$ cat config.mk
export PLATFORM = sky130hd
export DESIGN_NAME = cpu_control_fsm_flat
export DESIGN_NICKNAME = d
export VERILOG_FILES = /design/src/rtl/cpu_control_fsm_pkg.sv /design/src/rtl/cpu_control_fsm_if.sv /design/src/rtl/cpu_control_fsm_alu_decoder.sv /design/src/rtl/cpu_control_fsm.sv /design/src/flat_wrapper.sv
export SDC_FILE = /design/constraint.sdc
export NUM_CORES = 1
export LEC_CHECK = 0
export CAP_MARGIN = 20
export CELL_PAD_IN_SITES_DETAIL_PLACEMENT = 0
export CELL_PAD_IN_SITES_GLOBAL_PLACEMENT = 1
export CORE_ASPECT_RATIO = 0.75
export CORE_MARGIN = 2
export CORE_UTILIZATION = 38
export DETAILED_ROUTE_END_ITERATION = 10
export PLACE_DENSITY_LB_ADDON = 0.1
export SYNTH_ARGS = -nofsm -noshare
export SYNTH_HDL_FRONTEND = slang
export SYNTH_HIERARCHICAL = 1
export SYNTH_SLANG_ARGS = --single-unit
$ cat constraint.sdc
create_clock -name clk -period 4.8 [get_ports clk]
set_input_delay 0.72 -clock clk [delete_from_list [all_inputs] [get_ports clk]]
set_output_delay 0.72 -clock clk [all_outputs]
set_load 0.1 [all_outputs]
$ cat src/rtl/cpu_control_fsm_pkg.sv
// ---------------------------------------------------------------------------
// cpu_ctrl_pkg
// Shared definitions for the multi-cycle RV32I control unit: FSM state
// encoding, RV32I opcode constants, ALU operation codes, immediate-format
// codes, datapath mux select values and fault codes.
// No ports (package).
// ---------------------------------------------------------------------------
package cpu_ctrl_pkg;

   typedef enum logic [3:0] {
      ST_FETCH,
      ST_DECODE,
      ST_EXEC_R,
      ST_EXEC_I,
      ST_ALU_WB,
      ST_LUI_WB,
      ST_MEM_ADDR,
      ST_MEM_READ,
      ST_LOAD_WB,
      ST_MEM_WRITE,
      ST_BRANCH,
      ST_EXEC_JALR,
      ST_LINK,
      ST_JUMP,
      ST_HALT
   } state_t;

   localparam logic [6:0] OPC_OP     = 7'b0110011;
   localparam logic [6:0] OPC_OP_IMM = 7'b0010011;
   localparam logic [6:0] OPC_LOAD   = 7'b0000011;
   localparam logic [6:0] OPC_STORE  = 7'b0100011;
   localparam logic [6:0] OPC_BRANCH = 7'b1100011;
   localparam logic [6:0] OPC_JAL    = 7'b1101111;
   localparam logic [6:0] OPC_JALR   = 7'b1100111;
   localparam logic [6:0] OPC_LUI    = 7'b0110111;
   localparam logic [6:0] OPC_AUIPC  = 7'b0010111;
   localparam logic [6:0] OPC_FENCE  = 7'b0001111;
   localparam logic [6:0] OPC_SYSTEM = 7'b1110011;

   localparam logic [3:0] ALU_ADD  = 4'd0;
   localparam logic [3:0] ALU_SUB  = 4'd1;
   localparam logic [3:0] ALU_AND  = 4'd2;
   localparam logic [3:0] ALU_OR   = 4'd3;
   localparam logic [3:0] ALU_XOR  = 4'd4;
   localparam logic [3:0] ALU_SLL  = 4'd5;
   localparam logic [3:0] ALU_SRL  = 4'd6;
   localparam logic [3:0] ALU_SRA  = 4'd7;
   localparam logic [3:0] ALU_SLT  = 4'd8;
   localparam logic [3:0] ALU_SLTU = 4'd9;

   localparam logic [3:0] IMM_I   = 4'd0;
   localparam logic [3:0] IMM_S   = 4'd1;
   localparam logic [3:0] IMM_B   = 4'd2;
   localparam logic [3:0] IMM_U   = 4'd3;
   localparam logic [3:0] IMM_J   = 4'd4;
   localparam logic [3:0] IMM_LB  = 4'd5;
   localparam logic [3:0] IMM_LH  = 4'd6;
   localparam logic [3:0] IMM_LBU = 4'd7;
   localparam logic [3:0] IMM_LHU = 4'd8;
   localparam logic [3:0] IMM_LW  = 4'd9;

   localparam logic [1:0] RF_SRC_MEM = 2'b00;
   localparam logic [1:0] RF_SRC_ALU = 2'b01;
   localparam logic [1:0] RF_SRC_EXT = 2'b10;

   localparam logic [1:0] OP1_RS1    = 2'b00;
   localparam logic [1:0] OP1_PC     = 2'b01;
   localparam logic [1:0] OP1_OLD_PC = 2'b10;

   localparam logic [1:0] OP2_IMM  = 2'b00;
   localparam logic [1:0] OP2_FOUR = 2'b01;
   localparam logic [1:0] OP2_RS2  = 2'b10;
   localparam logic [1:0] OP2_ZERO = 2'b11;

   localparam logic [1:0] MODE_BYTE = 2'b00;
   localparam logic [1:0] MODE_HALF = 2'b01;
   localparam logic [1:0] MODE_WORD = 2'b10;

   localparam logic [1:0] FAULT_NONE    = 2'b00;
   localparam logic [1:0] FAULT_ILLEGAL = 2'b01;
   localparam logic [1:0] FAULT_SYSTEM  = 2'b10;
   localparam logic [1:0] FAULT_TIMEOUT = 2'b11;

   // States that sit waiting on the memory handshake and are therefore
   // subject to the wait-cycle timeout.
   function automatic logic is_wait_state(state_t s);
      return (s == ST_FETCH) || (s == ST_MEM_READ) || (s == ST_MEM_WRITE);
   endfunction

endpackage

$ cat src/rtl/cpu_control_fsm_if.sv
// ---------------------------------------------------------------------------
// cpu_control_fsm_if
// Bundle between the control FSM and the cpu_module datapath.
//  inputs to control : ir_reg_out[32], zero, mem_op_r
//  control outputs   : register enables, regfile/memory strobes, mux selects,
//                      alu_sel[4], imm_src[4], instr_mode[2], halted,
//                      fault[2], instret[32]
// master = control unit side, slave = datapath side.
// ---------------------------------------------------------------------------
interface cpu_control_fsm_if;

   logic [31:0] ir_reg_out;
   logic        zero;
   logic        mem_op_r;

   logic        pc_enable;
   logic        old_pc_enable;
   logic        ir_reg_enable;
   logic        mem_reg_enable;
   logic        alu_reg_enable;
   logic        rf_we;
   logic        mem_enable;
   logic        mem_write_enable;
   logic        memsel_mux_select;
   logic        alu_reg_mux_select;
   logic [1:0]  regfile_mux_select;
   logic [1:0]  opsel1_select;
   logic [1:0]  opsel2_select;
   logic [3:0]  alu_sel;
   logic [3:0]  imm_src;
   logic [1:0]  instr_mode;
   logic        halted;
   logic [1:0]  fault;
   logic [31:0] instret;

   modport master (
      input  ir_reg_out, zero, mem_op_r,
      output pc_enable, old_pc_enable, ir_reg_enable, mem_reg_enable, alu_reg_enable,
             rf_we, mem_enable, mem_write_enable, memsel_mux_select, alu_reg_mux_select,
             regfile_mux_select, opsel1_select, opsel2_select, alu_sel, imm_src,
             instr_mode, halted, fault, instret
   );

   modport slave (
      output ir_reg_out, zero, mem_op_r,
      input  pc_enable, old_pc_enable, ir_reg_enable, mem_reg_enable, alu_reg_enable,
             rf_we, mem_enable, mem_write_enable, memsel_mux_select, alu_reg_mux_select,
             regfile_mux_select, opsel1_select, opsel2_select, alu_sel, imm_src,
             instr_mode, halted, fault, instret
   );

endinterface

$ cat src/rtl/cpu_control_fsm_alu_decoder.sv
// ---------------------------------------------------------------------------
// cpu_alu_decoder
// Combinational ALU operation decode for OP and OP-IMM instructions.
//  opcode[7], funct3[3], funct7[7] in
//  alu_sel[4] out : package ALU code (ADD for any other opcode)
//  illegal    out : funct7 not 0000000/0100000 where funct7 is meaningful
// ---------------------------------------------------------------------------
module cpu_alu_decoder
   import cpu_ctrl_pkg::*;
(
   input  logic [6:0] opcode,
   input  logic [2:0] funct3,
   input  logic [6:0] funct7,
   output logic [3:0] alu_sel,
   output logic       illegal
);

   logic is_reg;
   logic is_imm;

   assign is_reg = (opcode == OPC_OP);
   assign is_imm = (opcode == OPC_OP_IMM);

   // For OP-IMM the funct7 field is part of the immediate, so it only selects
   // SUB for register ops, and is only checked for legality on register ops
   // and on immediate shifts where it carries the SRLI/SRAI distinction.
   always_comb begin
      alu_sel = ALU_ADD;
      illegal = 1'b0;
      if (is_reg || is_imm) begin
         case (funct3)
            3'b000:  alu_sel = (is_reg && funct7[5]) ? ALU_SUB : ALU_ADD;
            3'b001:  alu_sel = ALU_SLL;
            3'b010:  alu_sel = ALU_SLT;
            3'b011:  alu_sel = ALU_SLTU;
            3'b100:  alu_sel = ALU_XOR;
            3'b101:  alu_sel = funct7[5] ? ALU_SRA : ALU_SRL;
            3'b110:  alu_sel = ALU_OR;
            default: alu_sel = ALU_AND;
         endcase
         if (is_reg || funct3 == 3'b001 || funct3 == 3'b101) begin
            illegal = (funct7 != 7'b0000000) && (funct7 != 7'b0100000);
         end
      end
   end

endmodule

$ cat src/rtl/cpu_control_fsm.sv
// ---------------------------------------------------------------------------
// cpu_control_fsm
// Multi-cycle RV32I control unit: decodes the latched instruction and
// sequences every datapath enable and mux select, with a memory-wait timeout
// and a retired-instruction counter.
//  clk   : system clock
//  reset : synchronous active-high; FSM to FETCH, counters/fault cleared,
//          all enables forced low while high
//  ctrl  : cpu_control_fsm_if.master (instruction/flags in, controls out)
// ---------------------------------------------------------------------------
module cpu_control_fsm
   import cpu_ctrl_pkg::*;
#(
   parameter int unsigned MEM_WAIT_MAX = 255
) (
   input  logic              clk,
   input  logic              reset,
   cpu_control_fsm_if.master ctrl
);

   localparam int WAIT_W = $clog2(MEM_WAIT_MAX + 1);

   state_t            state;
   state_t            next_state;
   logic [1:0]        fault_reg;
   logic [1:0]        fault_set;
   logic [31:0]       instret_cnt;
   logic [WAIT_W-1:0] wait_cnt;
   logic              wait_expired;
   logic              branch_taken;
   logic [6:0]        opcode;
   logic [2:0]        funct3;
   logic [6:0]        funct7;
   logic [3:0]        dec_alu_sel;
   logic              dec_illegal;
   logic              unused_ir_fields;

   assign opcode           = ctrl.ir_reg_out[6:0];
   assign funct3           = ctrl.ir_reg_out[14:12];
   assign funct7           = ctrl.ir_reg_out[31:25];
   assign unused_ir_fields = ^{ctrl.ir_reg_out[24:15], ctrl.ir_reg_out[11:7]};
   assign wait_expired     = (wait_cnt == WAIT_W'(MEM_WAIT_MAX));

   assign ctrl.halted  = (state == ST_HALT);
   assign ctrl.fault   = fault_reg;
   assign ctrl.instret = instret_cnt;

   cpu_alu_decoder u_alu_decoder (
      .opcode  (opcode),
      .funct3  (funct3),
      .funct7  (funct7),
      .alu_sel (dec_alu_sel),
      .illegal (dec_illegal)
   );

   // Branch resolution: BEQ/BGE/BGEU take on a zero ALU result (equal, or
   // the SLT/SLTU "less than" came out false); BNE/BLT/BLTU on non-zero.
   always_comb begin
      branch_taken = 1'b0;
      case (funct3)
         3'b000, 3'b101, 3'b111: branch_taken = ctrl.zero;
         3'b001, 3'b100, 3'b110: branch_taken = !ctrl.zero;
         default:                branch_taken = 1'b0;
      endcase
   end

   // State register; reset abandons any in-flight access and restarts fetch.
   always_ff @(posedge clk) begin
      if (reset) begin
         state <= ST_FETCH;
      end else begin
         state <= next_state;
      end
   end

   // Memory wait counter: counts stalled cycles in a waiting state and starts
   // over whenever the FSM moves on, so each access gets its own budget.
   always_ff @(posedge clk) begin
      if (reset || next_state != state || !is_wait_state(state)) begin
         wait_cnt <= '0;
      end else if (!ctrl.mem_op_r) begin
         wait_cnt <= wait_cnt + 1'b1;
      end
   end

   // Retired-instruction counter and sticky fault code. An instruction
   // retires when control returns to FETCH from anywhere else; the fault code
   // is captured once, on the transition into HALT.
   always_ff @(posedge clk) begin
      if (reset) begin
         instret_cnt <= 32'd0;
         fault_reg   <= FAULT_NONE;
      end else begin
         if (next_state == ST_FETCH && state != ST_FETCH) begin
            instret_cnt <= instret_cnt + 32'd1;
         end
         if (next_state == ST_HALT && state != ST_HALT) begin
            fault_reg <= fault_set;
         end
      end
   end

   // Next-state and datapath control decode. Everything defaults to idle;
   // while reset is high the defaults stand so no write can slip through.
   // A timed-out wait drops the memory request in the same cycle, but a
   // mem_op_r arriving on that last cycle still completes normally.
   always_comb begin
      next_state              = state;
      fault_set               = FAULT_NONE;
      ctrl.pc_enable          = 1'b0;
      ctrl.old_pc_enable      = 1'b0;
      ctrl.ir_reg_enable      = 1'b0;
      ctrl.mem_reg_enable     = 1'b0;
      ctrl.alu_reg_enable     = 1'b0;
      ctrl.rf_we              = 1'b0;
      ctrl.mem_enable         = 1'b0;
      ctrl.mem_write_enable   = 1'b0;
      ctrl.memsel_mux_select  = 1'b0;
      ctrl.alu_reg_mux_select = 1'b0;
      ctrl.regfile_mux_select = RF_SRC_MEM;
      ctrl.opsel1_select      = OP1_RS1;
      ctrl.opsel2_select      = OP2_IMM;
      ctrl.alu_sel            = ALU_ADD;
      ctrl.imm_src            = IMM_I;
      ctrl.instr_mode         = MODE_WORD;
      if (!reset) begin
         case (state)
            ST_FETCH: begin
               ctrl.mem_enable = 1'b1;
               if (ctrl.mem_op_r) begin
                  ctrl.ir_reg_enable      = 1'b1;
                  ctrl.old_pc_enable      = 1'b1;
                  ctrl.pc_enable          = 1'b1;
                  ctrl.opsel1_select      = OP1_PC;
                  ctrl.opsel2_select      = OP2_FOUR;
                  ctrl.alu_reg_mux_select = 1'b1;
                  next_state              = ST_DECODE;
               end else if (wait_expired) begin
                  ctrl.mem_enable = 1'b0;
                  fault_set       = FAULT_TIMEOUT;
                  next_state      = ST_HALT;
               end
            end
            ST_DECODE: begin
               ctrl.opsel1_select  = OP1_OLD_PC;
               ctrl.alu_reg_enable = 1'b1;
               ctrl.imm_src        = (opcode == OPC_JAL)   ? IMM_J :
                                     (opcode == OPC_AUIPC) ? IMM_U : IMM_B;
               case (opcode)
                  OPC_OP:                 next_state = ST_EXEC_R;
                  OPC_OP_IMM:             next_state = ST_EXEC_I;
                  OPC_LOAD, OPC_STORE:    next_state = ST_MEM_ADDR;
                  OPC_BRANCH:             next_state = ST_BRANCH;
                  OPC_JAL:                next_state = ST_LINK;
                  OPC_JALR:               next_state = ST_EXEC_JALR;
                  OPC_LUI:                next_state = ST_LUI_WB;
                  OPC_AUIPC:              next_state = ST_ALU_WB;
                  OPC_FENCE:              next_state = ST_FETCH;
                  OPC_SYSTEM: begin
                     fault_set  = FAULT_SYSTEM;
                     next_state = ST_HALT;
                  end
                  default: begin
                     fault_set  = FAULT_ILLEGAL;
                     next_state = ST_HALT;
                  end
               endcase
            end
            ST_EXEC_R, ST_EXEC_I: begin
               ctrl.opsel2_select = (state == ST_EXEC_R) ? OP2_RS2 : OP2_IMM;
               ctrl.alu_sel       = dec_alu_sel;
               if (dec_illegal) begin
                  fault_set  = FAULT_ILLEGAL;
                  next_state = ST_HALT;
               end else begin
                  ctrl.alu_reg_enable = 1'b1;
                  next_state          = ST_ALU_WB;
               end
            end
            ST_ALU_WB: begin
               ctrl.regfile_mux_select = RF_SRC_ALU;
               ctrl.rf_we              = 1'b1;
               next_state              = ST_FETCH;
            end
            ST_LUI_WB: begin
               ctrl.imm_src            = IMM_U;
               ctrl.regfile_mux_select = RF_SRC_EXT;
               ctrl.rf_we              = 1'b1;
               next_state              = ST_FETCH;
            end
            ST_MEM_ADDR: begin
               ctrl.imm_src        = (opcode == OPC_STORE) ? IMM_S : IMM_I;
               ctrl.alu_reg_enable = 1'b1;
               next_state          = (opcode == OPC_STORE) ? ST_MEM_WRITE : ST_MEM_READ;
            end
            ST_MEM_READ, ST_MEM_WRITE: begin
               ctrl.memsel_mux_select = 1'b1;
               ctrl.instr_mode        = funct3[1:0];
               ctrl.mem_enable        = 1'b1;
               ctrl.mem_write_enable  = (state == ST_MEM_WRITE);
               if (ctrl.mem_op_r) begin
                  ctrl.mem_reg_enable = (state == ST_MEM_READ);
                  next_state          = (state == ST_MEM_READ) ? ST_LOAD_WB : ST_FETCH;
               end else if (wait_expired) begin
                  ctrl.mem_enable       = 1'b0;
                  ctrl.mem_write_enable = 1'b0;
                  fault_set             = FAULT_TIMEOUT;
                  next_state            = ST_HALT;
               end
            end
            ST_LOAD_WB: begin
               case (funct3)
                  3'b000:  ctrl.imm_src = IMM_LB;
                  3'b001:  ctrl.imm_src = IMM_LH;
                  3'b100:  ctrl.imm_src = IMM_LBU;
                  3'b101:  ctrl.imm_src = IMM_LHU;
                  default: ctrl.imm_src = IMM_LW;
               endcase
               ctrl.regfile_mux_select = RF_SRC_EXT;
               ctrl.rf_we              = 1'b1;
               next_state              = ST_FETCH;
            end
            ST_BRANCH: begin
               ctrl.opsel2_select = OP2_RS2;
               case (funct3)
                  3'b000, 3'b001: ctrl.alu_sel = ALU_SUB;
                  3'b100, 3'b101: ctrl.alu_sel = ALU_SLT;
                  3'b110, 3'b111: ctrl.alu_sel = ALU_SLTU;
                  default:        ctrl.alu_sel = ALU_ADD;
               endcase
               ctrl.pc_enable = branch_taken;
               next_state     = ST_FETCH;
            end
            ST_EXEC_JALR: begin
               ctrl.alu_reg_enable = 1'b1;
               next_state          = ST_LINK;
            end
            ST_LINK: begin
               ctrl.opsel1_select      = OP1_PC;
               ctrl.opsel2_select      = OP2_ZERO;
               ctrl.alu_reg_mux_select = 1'b1;
               ctrl.regfile_mux_select = RF_SRC_ALU;
               ctrl.rf_we              = 1'b1;
               next_state              = ST_JUMP;
            end
            ST_JUMP: begin
               ctrl.pc_enable = 1'b1;
               next_state     = ST_FETCH;
            end
            ST_HALT: begin
               next_state = ST_HALT;
            end
            default: begin
               next_state = ST_FETCH;
            end
         endcase
      end
   end

endmodule

$ cat src/flat_wrapper.sv
// flat-port wrapper written by rule: the top's interface ports become plain ports
module cpu_control_fsm_flat import cpu_ctrl_pkg::*;
#(
   parameter int unsigned MEM_WAIT_MAX = 255
)
  (clk, reset, ctrl_ir_reg_out, ctrl_zero, ctrl_mem_op_r, ctrl_pc_enable, ctrl_old_pc_enable, ctrl_ir_reg_enable, ctrl_mem_reg_enable, ctrl_alu_reg_enable, ctrl_rf_we, ctrl_mem_enable, ctrl_mem_write_enable, ctrl_memsel_mux_select, ctrl_alu_reg_mux_select, ctrl_regfile_mux_select, ctrl_opsel1_select, ctrl_opsel2_select, ctrl_alu_sel, ctrl_imm_src, ctrl_instr_mode, ctrl_halted, ctrl_fault, ctrl_instret);
  cpu_control_fsm_if ctrl_i ();
  input  logic clk;
  input  logic reset;
  input wire logic [$bits(ctrl_i.ir_reg_out)-1:0] ctrl_ir_reg_out;
  input wire logic [$bits(ctrl_i.zero)-1:0] ctrl_zero;
  input wire logic [$bits(ctrl_i.mem_op_r)-1:0] ctrl_mem_op_r;
  output wire logic [$bits(ctrl_i.pc_enable)-1:0] ctrl_pc_enable;
  output wire logic [$bits(ctrl_i.old_pc_enable)-1:0] ctrl_old_pc_enable;
  output wire logic [$bits(ctrl_i.ir_reg_enable)-1:0] ctrl_ir_reg_enable;
  output wire logic [$bits(ctrl_i.mem_reg_enable)-1:0] ctrl_mem_reg_enable;
  output wire logic [$bits(ctrl_i.alu_reg_enable)-1:0] ctrl_alu_reg_enable;
  output wire logic [$bits(ctrl_i.rf_we)-1:0] ctrl_rf_we;
  output wire logic [$bits(ctrl_i.mem_enable)-1:0] ctrl_mem_enable;
  output wire logic [$bits(ctrl_i.mem_write_enable)-1:0] ctrl_mem_write_enable;
  output wire logic [$bits(ctrl_i.memsel_mux_select)-1:0] ctrl_memsel_mux_select;
  output wire logic [$bits(ctrl_i.alu_reg_mux_select)-1:0] ctrl_alu_reg_mux_select;
  output wire logic [$bits(ctrl_i.regfile_mux_select)-1:0] ctrl_regfile_mux_select;
  output wire logic [$bits(ctrl_i.opsel1_select)-1:0] ctrl_opsel1_select;
  output wire logic [$bits(ctrl_i.opsel2_select)-1:0] ctrl_opsel2_select;
  output wire logic [$bits(ctrl_i.alu_sel)-1:0] ctrl_alu_sel;
  output wire logic [$bits(ctrl_i.imm_src)-1:0] ctrl_imm_src;
  output wire logic [$bits(ctrl_i.instr_mode)-1:0] ctrl_instr_mode;
  output wire logic [$bits(ctrl_i.halted)-1:0] ctrl_halted;
  output wire logic [$bits(ctrl_i.fault)-1:0] ctrl_fault;
  output wire logic [$bits(ctrl_i.instret)-1:0] ctrl_instret;
  assign ctrl_i.ir_reg_out = ctrl_ir_reg_out;
  assign ctrl_i.zero = ctrl_zero;
  assign ctrl_i.mem_op_r = ctrl_mem_op_r;
  assign ctrl_pc_enable = ctrl_i.pc_enable;
  assign ctrl_old_pc_enable = ctrl_i.old_pc_enable;
  assign ctrl_ir_reg_enable = ctrl_i.ir_reg_enable;
  assign ctrl_mem_reg_enable = ctrl_i.mem_reg_enable;
  assign ctrl_alu_reg_enable = ctrl_i.alu_reg_enable;
  assign ctrl_rf_we = ctrl_i.rf_we;
  assign ctrl_mem_enable = ctrl_i.mem_enable;
  assign ctrl_mem_write_enable = ctrl_i.mem_write_enable;
  assign ctrl_memsel_mux_select = ctrl_i.memsel_mux_select;
  assign ctrl_alu_reg_mux_select = ctrl_i.alu_reg_mux_select;
  assign ctrl_regfile_mux_select = ctrl_i.regfile_mux_select;
  assign ctrl_opsel1_select = ctrl_i.opsel1_select;
  assign ctrl_opsel2_select = ctrl_i.opsel2_select;
  assign ctrl_alu_sel = ctrl_i.alu_sel;
  assign ctrl_imm_src = ctrl_i.imm_src;
  assign ctrl_instr_mode = ctrl_i.instr_mode;
  assign ctrl_halted = ctrl_i.halted;
  assign ctrl_fault = ctrl_i.fault;
  assign ctrl_instret = ctrl_i.instret;
  cpu_control_fsm #(.MEM_WAIT_MAX(MEM_WAIT_MAX)) u_core (.clk(clk), .reset(reset), .ctrl(ctrl_i));
endmodule
* Word level (Yosys, flattened, before mapping)
Index checks and enable logic that the tools add are counted.
** Operators by class
- Reductions and logical operators :: 32
- Equal/unequal tests :: 37
- Multiplexer cells :: 65
- Add/subtract/negate cells :: 2
** Operators by type and width (number)
- 4-bit 2-to-1 mux :: 11
- 4-bit case mux with 9 select lines :: 1
- 32-bit by 1-bit adder with 32-bit output (second input constant) :: 1
- 4-bit equality test (second input constant) :: 8
- 4-bit case mux with 4 select lines :: 2
- 4-bit case mux with 8 select lines :: 1
- 1-bit 2-to-1 mux :: 30
- 7-bit equality test (second input constant) :: 4
- 4-bit case mux with 7 select lines :: 1
- 7-bit by 6-bit equality test with 1-bit output (second input constant) :: 3
- 4-bit by 3-bit equality test with 1-bit output (second input constant) :: 4
- 2-bit 2-to-1 mux :: 8
- 2-bit OR reduction :: 8
- 7-bit by 5-bit equality test with 1-bit output (second input constant) :: 2
- 3-bit equality test (second input constant) :: 4
- 2-bit case mux with 3 select lines :: 2
- 4-bit case mux with 3 select lines :: 1
- 3-bit OR reduction :: 4
- 10-bit OR reduction :: 1
- 8-bit by 1-bit adder with 8-bit output (second input constant) :: 1
- 4-bit by 2-bit equality test with 1-bit output (second input constant) :: 2
- 8-bit equality test (second input constant) :: 1
- 4-bit zero test :: 2
- 2-bit case mux with 2 select lines :: 2
- 19 further kinds :: 32
** Storage, ports and cells
- Bits of input ports :: 36
- Register bits :: 46

* Logic depth before layout (Yosys ltp)
Gate-level depths: netlist of run 1.
- Depth in word-level cells :: 11
- Depth in mapped cells :: 11
- Depth with buffers taken out :: 9

* Modules after synthesis
The synthesis of run 1 kept the hierarchy.
** Modules (own cells, without submodules)
- cpu_control_fsm :: cells each 437, times used 1, sequential area each 920.9 um^2, area an instance 3389.5 um^2
- cpu_alu_decoder :: cells each 17, times used 1, sequential area each 0.0 um^2, area an instance 110.1 um^2

* Worst setup path before layout of run 1
OpenSTA, ideal clock, no wires.
- Path kind :: input to output
- Start :: in reset
- End :: out ctrl_alu_reg_mux_select
- Buffers on the path :: 2
- Arrival time :: 5.749 ns
- Path slack :: -1.669 ns
- Stages :: 3
- Cell sequence :: clkbuf_1 clkbuf_1 a2111oi_0
** On the way
- Word-level cells in the longest chain between the ends :: 1
** Ends and longest elaborated chain
- from (decl) :: line flat_wrapper.sv:9 : input logic reset;
- 1-bit 2-to-1 mux :: line cpu_control_fsm.sv:126 : if (!reset) begin
- to (decl) :: line flat_wrapper.sv:22 : output wire logic [$bits(ctrl_i.alu_reg_mux_select)-1:0] ctrl_alu_reg_mux_select;
No other way between the ends.

* Worst setup path after layout of run 1
- Start :: reg u_core.state[2]
- End :: out ctrl_instr_mode[0]
** On the way
- Word-level cells in the longest chain between the ends :: 4
- Elaborated cells between the ends (all ways) :: 5
- Those cells by class :: eq/ne (2); mux (2); reduce/logical (1)
** Ends and longest elaborated chain
- from (decl) :: line cpu_control_fsm.sv:23 : state_t state;
- from (signal assigned) :: line cpu_control_fsm.sv:72 : state <= next_state;
- 4-bit equality test or 4-bit by 3-bit equality test with 1-bit output (tied branches) :: line cpu_control_fsm.sv:127 : case (state)
- 2-bit OR reduction * :: line cpu_control_fsm.sv:127
- 2-bit 2-to-1 mux * :: line cpu_control_fsm.sv:127
- 2-bit 2-to-1 mux * :: line cpu_control_fsm.sv:126
- to (decl) :: line flat_wrapper.sv:28 : output wire logic [$bits(ctrl_i.instr_mode)-1:0] ctrl_instr_mode;
Every way passes the cells marked *; elsewhere a longest branch is shown, timed or not.

==> impl_metrics.csv, run 1 <==
group,metric,value,unit
placed_design,io_buffers,81,
worst_setup_path,crit_chain,"nand2_1 -> o21ai_0 -> and3_1 -> and2_1 -> clkdlybuf4s50_1",
power_and_ir_drop,leakagePower,1.42,nW
grt,gr-total-overflow,0,
clock_tree,clkTransAtPathRegs,0.06,ns
final_layout,area_delta_synth_final,25.6,%
power_and_ir_drop,p_int,0.930,mW
synth,synth-main-ff-cell,"dfxtp_1",
final_layout,layout-drive-gt1-share,10.0,%
synth,postSynthAreaPerCell,7.71,µm²
power_and_ir_drop,switching_share,54.3,%
run_status,status,"completed",
route,drc_errors,0,
worst_setup_path,start_kind,"flip-flop",
sta,setup_violations,0,
grt,grt_util_met2,28.9,%
worst_setup_path,slowest_delay,1.13,ns
synth,ys_seq_area_share,26.3,%
sta,setup_ws,0.871,ns
sta,tightest_slew,0.986,ns
route,drt_iter0_drc,332,
sta,skew,0.00414,ns
clock_tree,cts_buffers,5,
sta,final_hold_viol_count,0,
synth,synth_cells,454,
synth,synthesis.nets,492,
placed_design,place_ws,0.940,ns
power_and_ir_drop,p_seq_share,23.8,%
route,drt-wirelength-per-cell,16.8,µm
worst_setup_path,end_kind,"output port",
sta,slew_headroom,34.0,%
synth,synthTopCellsByCount,"46 x dfxtp_1, 40 x a21oi_1, 34 x nor2_1",
floorplan,design.die.area,10000,µm²
route,routed_wl,10.4,mm
clock_tree,post_cts_buffers,0,
route,drt-pass1-iter-count,5,
final_layout,layout.nets,547,
route,num_vias,3776,
synth,async_flop_share,0,%
sta,fin_crit,3.93,ns
sta,tns,0,ns
floorplan,fp.dieH,87.1,µm
clock_tree,cts_sinks,46,
synth,ys_top_cells_by_area,"dfxtp_1 26%, a21oi_1 5.7%, o31ai_1 5.4%",
synth,synth_top_area_cell,"dfxtp_1",
final_layout,final_cells,620,
grt,grt_use_met1,34.4,%
worst_setup_path,crit_fanout,22,
floorplan,die-width,115,µm
grt,first_global_vias,3346,
synth,ys_warn_count,6,
power_and_ir_drop,power_density,463,nW/µm²
sta,finalMaxSlewViolations,0,
clock_tree,cts-root-buf,"clkbuf_16",
synth,synth_edf_count,0,
synth,synth_most_common_cell,"dfxtp_1",
sta,fmax,255,MHz
grt,grt_pass1_wl,17.3,mm
placed_design,placed_cells,614,
clock_tree,cts_hold_buf,0,
grt,grt.busiest_layer,"met1",
synth,ys_seq_elements,46,
power_and_ir_drop,peakVddDrop,245,µV
final_layout,largest_reg_flops,32,
route,avgViaCountPerCell,6.09,
power_and_ir_drop,combPwrFrac,59.5,%
clock_tree,cts_resized,0,
synth,synth.top_cell.area_share,26.3,%
clock_tree,cts_tree,"yes",
clock_tree,clk_latency,0.28,ns
final_layout,antenna_cells,0,
grt,grt_max_degree,63,
power_and_ir_drop,switching_power,1.10,mW
grt,grt_use_total,21.2,%
worst_setup_path,cp.required,4.08,ns
grt,antenna_found_initial,0,
floorplan,core_area,9010,µm²
clock_tree,cts-htree-levels,2,
clock_tree,max-clock-path-buffers,2,
power_and_ir_drop,report.power.total,2.04,mW
route,drt.antenna.violating_nets,0,
power_and_ir_drop,clkPwrFrac,16.7,%
sta,grt_setup_unrepaired,"false",
placed_design,globalplace.congestion,0.865,
min_path,hold_class,"reg -> reg",
placed_design,dp_hpwl,7.33,mm
sta,fin_crit_sh,81.9,%
grt,met3_usage,3.83,%
floorplan,start_util,38.8,%
synth,synth.distinct_cells,71,
worst_setup_path,crit_type,"reg -> out",
synth,syn_area,3500,µm²
floorplan,rows,30,
worst_setup_path,arrival,3.21,ns
worst_setup_path,cp_slowest_cell,"clkdlybuf4s50_1",
flow_run,max-cap-violations,0,
floorplan,num_io_pins,97,
-- area by class of cell --
cell class / instances / area [µm²]
well taps: 112 / 140
repair buffers: 87 / 811
clock buffers: 6 / 139
fillers: 905 / 4610
flip-flops and latches: 46 / 921
inverters: 8 / 30.0
multi-input cells: 361 / 2360
-- power groups by stage --
| stage | clock network [mW] | logic [mW] | registers, mW |
|---|---|---|---|
| after detailed placement | 0 | 1.20 | 0.492 |
| after global placement | 0 | 1.19 | 0.490 |
| after floorplan | 0 | 0.962 | 0.500 |
| after global routing | 0.365 | 1.29 | 0.494 |
| final | 0.341 | 1.21 | 0.485 |
| after CTS | 0.350 | 1.20 | 0.482 |
-- critical path: cells and delay by family, from the launching register on --
family	cells	cell delay, ns
buffers and inverters	1	1.13
DFF	1	0.84
and+or+nand+nor	3	0.72
AOI/OAI and AO/OA	1	0.23
-- cells by family after synthesis --
logic type / share of synthesized area, %
AOI/OAI and AO/OA: 26.5
muxes: 0.608
DFF: 26.3
adders and majority gates: 0.715
and+or+nand+nor: 36.0
xor gates and xnor gates: 3.25
buffers and inverters: 6.65
-- per-stage QoR --
stage,hold slack (ns),util [%],area [µm²]
global placement,0.458,47.3,4260
finish,0.478,48.8,4400
floorplan,0.491,-,3510
detailed placement,0.469,47.3,4260
CTS,0.478,48.8,4400
global route,0.500,48.8,4400
-- placed cells by master (no fill, tap or decap), types with 4 or more instances in the layout --
cell type and n:
clkdlybuf4s50_1 59, dfxtp_1 46, a21oi_1 40, nor2_1 34, nand2_1 29, buf_4 26
nand3_1 26, o31ai_1 25, or4_1 25, nand4_1 14, nor3_1 11, nor2b_1 11
and3_1 10, o21ai_0 9, or3_1 8, xor2_1 7, inv_1 6, xnor2_1 6
and2_1 6, o41ai_1 6, clkbuf_16 5, a31oi_1 5, and4_1 5, nand2b_1 4
nand3b_1 4, a211oi_1 4
-- per-layer routing --
metal / vias to the layer above / part of all wire (%)
li1: 1876 / -
met1: 1770 / 54
met2: 128 / 39
met3: 2 / 6.0
met4: 0 / 0.18
met5: - / 0
-- worst paths after layout --
| check | startpoint | to | slack, ns | cells past startpoint |
|---|---|---|---|---|
| setup / recovery | u_core/state[2]$_SDFF_PP0_ | ctrl_instr_mode[0] | 0.87 | 5 |
| hold / removal | u_core/ctrl.fault[0]$_SDFFE_PP0P_ | u_core/ctrl.fault[0]$_SDFFE_PP0P_ | 0.48 | 2 |
| setup reg to reg | u_core/state[3]$_SDFF_PP0_ | u_core/ctrl.instret[20]$_SDFFE_PP0P_ | 1.59 | 8 |
| hold reg to reg | u_core/ctrl.fault[0]$_SDFFE_PP0P_ | u_core/ctrl.fault[0]$_SDFFE_PP0P_ | 0.48 | 2 |
No activity file was read; power rests on OpenSTA's default activity.
==> run 2, diff against run 1 <==
Settings changed: CORE_UTILIZATION 38 to 35.
Clock period 4.8 ns to 3.8 ns, I/O delays scaled along.
==> run 2 against run 1 <==
  * Flip-flop and latch count unchanged
  * Utilization down 0.25 points
  * Clock skew about the same
==> impl_metrics.csv, run 2 (synthesis gave the netlist of run 1 again) <==
group,metric,value,unit
floorplan,core_area,9700,µm²
min_path,hold_class,"reg -> reg",
final_layout,layout.nets,557,
sta,fmax,295,MHz
power_and_ir_drop,leakagePower,1.54,nW
grt,grt_use_met1,32.7,%
floorplan,fp.dieH,90.6,µm
clock_tree,clk_latency,0.29,ns
clock_tree,post_cts_buffers,0,
final_layout,largest_reg_flops,32,
worst_setup_path,path_buf_inv,2,
clock_tree,cts_hold_buf,0,
sta,slew_headroom,34.0,%
placed_design,dp_hpwl,7.94,mm
worst_setup_path,cp_slowest_cell,"clkdlybuf4s50_1",
power_and_ir_drop,peakVddDrop,378,µV
clock_tree,cts_sinks,46,
grt,grt_pass1_wl,18.0,mm
route,routed_wl,10.9,mm
sta,skew,0.00364,ns
sta,finalMaxSlewViolations,0,
clock_tree,max-clock-path-buffers,2,
final_layout,layout-drive-gt1-share,13.1,%
placed_design,placed_cells,644,
power_and_ir_drop,switching_power,1.43,mW
sta,fin_crit_sh,89.1,%
flow_run,max-cap-violations,0,
route,num_vias,3839,
sta,tightest_slew,0.986,ns
route,drt_iter0_drc,285,
placed_design,place_ws,0.164,ns
clock_tree,clkTransAtPathRegs,0.06,ns
grt,first_global_vias,3416,
final_layout,fillers,986,
final_layout,layout_commonest_cell,"clkdlybuf4s50_1",
sta,final_hold_viol_count,0,
sta,setup_ws,0.415,ns
route,drt-wirelength-per-cell,16.8,µm
grt,gr-total-overflow,0,
floorplan,num_io_pins,97,
clock_tree,cts_resized,0,
route,drc_errors,0,
floorplan,die-width,119,µm
grt,grt_use_total,20.3,%
power_and_ir_drop,clkPwrFrac,18.3,%
sta,fin_crit,3.38,ns
power_and_ir_drop,report.power.total,2.77,mW
clock_tree,cts-htree-levels,2,
clock_tree,cts_buffers,5,
power_and_ir_drop,p_seq_share,22.0,%
floorplan,design.die.area,10800,µm²
sta,grt_setup_unrepaired,"false",
floorplan,start_util,36.1,%
final_layout,antenna_cells,0,
route,drt-pass1-iter-count,5,
placed_design,io_buffers,81,
clock_tree,cts_tree,"yes",
worst_setup_path,crit_family,"simple AND/OR/NAND/NOR gates",
grt,grt.busiest_layer,"met1",
floorplan,rows,31,
run_status,status,"completed",
route,drt.antenna.violating_nets,0,
final_layout,final_cell_mix,"53 x clkdlybuf4s50_1, 46 x dfxtp_1, 40 x a21oi_1",
worst_setup_path,crit_fanout,6,
power_and_ir_drop,switching_share,51.6,%
clock_tree,cts-root-buf,"clkbuf_16",
grt,met3_usage,3.22,%
route,avgViaCountPerCell,5.90,
power_and_ir_drop,p_int,1.34,mW
power_and_ir_drop,combPwrFrac,59.7,%
worst_setup_path,cp.required,3.23,ns
worst_setup_path,crit_chain,"clkdlybuf4s50_1 -> nor4b_1 -> nand3_1 -> nor3b_1 -> nor2b_1 -> a21oi_1 -> nor3_1 -> buf_12",
final_layout,final_cells,651,
grt,grt_util_met2,27.8,%
sta,setup_violations,0,
worst_setup_path,end_kind,"output port",
power_and_ir_drop,power_density,589,nW/µm²
grt,antenna_found_initial,0,
worst_setup_path,crit_type,"in -> out",
grt,grt_max_degree,63,
worst_setup_path,start_kind,"input port",
final_layout,area_delta_synth_final,34.5,%
placed_design,globalplace.congestion,0.846,
worst_setup_path,arrival,2.81,ns
worst_setup_path,slowest_delay,0.50,ns
## run 2: path summary, 6_finish.rpt
kind	start	end	slack (ns)	cells past startpoint
worst min-delay path	u_core/ctrl.instret[31]$_SDFFE_PP0P_	u_core/ctrl.instret[31]$_SDFFE_PP0P_	0.47	1
worst max register to register	u_core/state[2]$_SDFF_PP0_	u_core/ctrl.instret[19]$_SDFFE_PP0P_	0.72	8
worst min register to register	u_core/ctrl.instret[31]$_SDFFE_PP0P_	u_core/ctrl.instret[31]$_SDFFE_PP0P_	0.47	1
worst max-delay path	ctrl_ir_reg_out[3]	ctrl_alu_sel[3]	0.42	8
## run 2: area by class of cell
type	instances	area, µm²	area share, %
multi-input cells	361	2360	50.2
repair buffers	97	1060	22.5
flip-flops and latches	46	921	19.6
well taps	132	165	3.51
clock buffers	6	139	2.95
clock inverters	1	30.0	0.638
inverters	8	30.0	0.638
## run 2: metal layers
| layer | part of all wire, % | vias to the layer above |
|---|---|---|
| met5 | 0 | - |
| met1 | 54 | 1829 |
| met3 | 4.7 | 8 |
| li1 | - | 1892 |
| met2 | 40 | 110 |
| met4 | 0.67 | 0 |
## run 2: per-stage QoR
| step | TNS (ns) | hold slack, ns | utilization (%) | cell area (µm²) |
|---|---|---|---|---|
| 2_1_floorplan | -4.90 | 0.491 | - | 3520 |
| 3_3_place_gp | 0 | 0.463 | 46.8 | 4540 |
| 3_5_place_dp | 0 | 0.475 | 46.8 | 4540 |
| 4_1_cts | 0 | 0.484 | 48.6 | 4710 |
| 5_1_grt | 0 | 0.514 | 48.6 | 4710 |
| 6_report | 0 | 0.474 | 48.6 | 4710 |
## run 2: power groups by stage
stage          Sequential, mW  Clock (mW)  Combinational, mW
2_1_floorplan           0.632           0               1.22
3_3_place_gp            0.618           0               1.63
3_5_place_dp            0.620           0               1.64
4_1_cts                 0.609       0.521               1.65
5_1_grt                 0.621       0.543               1.77
6_report                0.610       0.507               1.65
## run 2: worst reg2reg max path, stage by stage (launching register included)
cell and delay (ns):
dfxtp_1 0.86, nand4bb_1 0.28, o211a_2 0.30, o31ai_4 0.12
nor4_4 0.37, a41oi_4 0.18, buf_12 0.22, or4_1 0.54
a21oi_1 0.15
==> run 3, diff against run 2 <==
Clock period 3.8 ns to 3.7 ns, I/O delays scaled along.
==> run 3 against run 2 <==
  * Global-route usage is essentially flat
  * Die area stayed put
  * First-iteration DRC count increased by 3.5%
  * Register-to-register slack worse by 0.12 ns
  * Hold slack gained 0.0065 ns
  * Critical path depth up 1
  * Sequential power is 4.8% higher
  * Setup slack lost 0.18 ns
  * Power up 3.2%
  * Count of clock-buffer cells in the layout unchanged
  * Critical path type unchanged
  * Largest power group unchanged
  * Highest routed layer unchanged
==> impl_metrics.csv, run 3 (synthesis gave the netlist of run 1 again) <==
group,metric,value,unit
run_status,status,"completed",
route,drt.antenna.violating_nets,0,
floorplan,num_io_pins,97,
final_layout,regArea,921,µm²
clock_tree,cts-root-buf,"clkbuf_16",
final_layout,area_delta_synth_final,34.5,%
final_layout,largest_reg_flops,32,
worst_setup_path,arrival,2.91,ns
final_layout,multi_input_area,2360,µm²
grt,antenna_found_initial,0,
grt,grt_pass1_wl,18.2,mm
clock_tree,cts_hold_buf,0,
placed_design,io_buffers,81,
route,routed_wl,11.0,mm
grt,first_global_vias,3442,
final_layout,layout.nets,557,
worst_setup_path,slowest_delay,0.69,ns
sta,skew,0.00351,ns
sta,finalMaxSlewViolations,0,
route,drc_errors,0,
power_and_ir_drop,power_density,607,nW/µm²
sta,grt_setup_unrepaired,"false",
power_and_ir_drop,peakVddDrop,334,µV
clock_tree,max-clock-path-buffers,2,
sta,fmax,288,MHz
route,drt_iter0_drc,295,
sta,whs,0.480,ns
final_layout,antenna_cells,0,
final_layout,postLayoutCellArea,4710,µm²
worst_setup_path,cp.required,3.14,ns
sta,slew_headroom,34.0,%
final_layout,layout-drive-gt1-share,13.1,%
clock_tree,cts-htree-levels,2,
placed_design,dp_hpwl,7.76,mm
final_layout,layout_commonest_cell,"clkdlybuf4s50_1",
placed_design,globalplace.congestion,0.824,
clock_tree,clkTransAtPathRegs,0.06,ns
floorplan,rows,31,
clock_tree,post_cts_buffers,0,
floorplan,core_area,9700,µm²
sta,fin_crit,3.47,ns
clock_tree,cts_sinks,46,
route,drt-pass1-iter-count,4,
sta,setup_violations,0,
sta,tns,0,ns
route,avgViaCountPerCell,5.86,
floorplan,die-width,119,µm
flow_run,max-cap-violations,0,
floorplan,start_util,36.1,%
power_and_ir_drop,leakagePower,1.54,nW
final_layout,final_cell_mix,"53 x clkdlybuf4s50_1, 46 x dfxtp_1, 40 x a21oi_1",
grt,grt_use_total,20.3,%
worst_setup_path,crit_type,"in -> out",
worst_setup_path,start_kind,"input port",
worst_setup_path,crit_fanout,10,
worst_setup_path,cp_slowest_cell,"clkdlybuf4s50_1",
route,num_vias,3813,
floorplan,fp.dieH,90.6,µm
route,drt-wirelength-per-cell,16.9,µm
grt,grt_max_degree,63,
clock_tree,cts_buffers,5,
sta,final_hold_viol_count,0,
clock_tree,clk_latency,0.29,ns
floorplan,design.die.area,10800,µm²
sta,fin_crit_sh,93.7,%
final_layout,fillers,985,
clock_tree,cts_tree,"yes",
min_path,hold_class,"reg -> reg",
worst_setup_path,crit_chain,"clkdlybuf4s50_1 -> nor4b_1 -> nand3_1 -> buf_4 -> nor3b_1 -> nor2b_1 -> a21oi_1 -> nor3_1 -> buf_12",
grt,gr-total-overflow,0,
worst_setup_path,end_kind,"output port",
sta,tightest_slew,0.987,ns
clock_tree,cts_resized,0,
placed_design,post_dp_cell_area,4540,µm²
## run 3: report_power, final
group,internal (mW),total [mW],switching [mW],leakage [nW]
logic,0.521,1.70,1.18,1.09
clock network,0.334,0.523,0.190,0.0829
registers,0.531,0.639,0.108,0.371
## run 3: worst paths after layout
kind | from | endpoint | slack, ns | depth (start not counted)
worst max register to register | u_core/state[2]$_SDFF_PP0_ | u_core/ctrl.instret[21]$_SDFFE_PP0P_ | 0.60 | 8
worst min-delay path | u_core/ctrl.instret[31]$_SDFFE_PP0P_ | u_core/ctrl.instret[31]$_SDFFE_PP0P_ | 0.48 | 1
worst min register to register | u_core/ctrl.instret[31]$_SDFFE_PP0P_ | u_core/ctrl.instret[31]$_SDFFE_PP0P_ | 0.48 | 1
worst max-delay path | ctrl_ir_reg_out[4] | ctrl_alu_sel[3] | 0.23 | 9
## run 3: area by class of cell
class / instances / area share [%]
Multi-Input combinational cell: 361 / 50.2
Timing Repair Buffer: 97 / 22.5
Sequential cell: 46 / 19.6
Tap cell: 132 / 3.51
Clock buffer: 6 / 2.95
Clock inverter: 1 / 0.638
Inverter: 8 / 0.638
## run 3: worst max-delay path, delay by kind of cell
kind                   cells  cell delay [ns]
buffers and inverters      3             1.10
and+or+nand+nor            5             1.21
AOI/OAI and AO/OA          1             0.04
## run 3: routing by layer
metal  track usage, %  vias up  routed length [µm]
li1                 -     1889                   -
met1             33.2     1810                5940
met2             27.3      107                4440
met3             3.47        7                 579
met4             3.43        0                  63
met5                0        -                   0
## run 3: stage by stage
stage | std cells | utilization, % | setup WS, ns | power [mW]
after floorplan | 454 | - | -1.07 | 1.90
after global placement | 644 | 46.8 | 0.132 | 2.32
after detailed placement | 644 | 46.8 | 0.0812 | 2.33
after CTS | 651 | 48.6 | 0.267 | 2.86
after global routing | 651 | 48.6 | 0.0420 | 3.01
final | 651 | 48.6 | 0.232 | 2.86
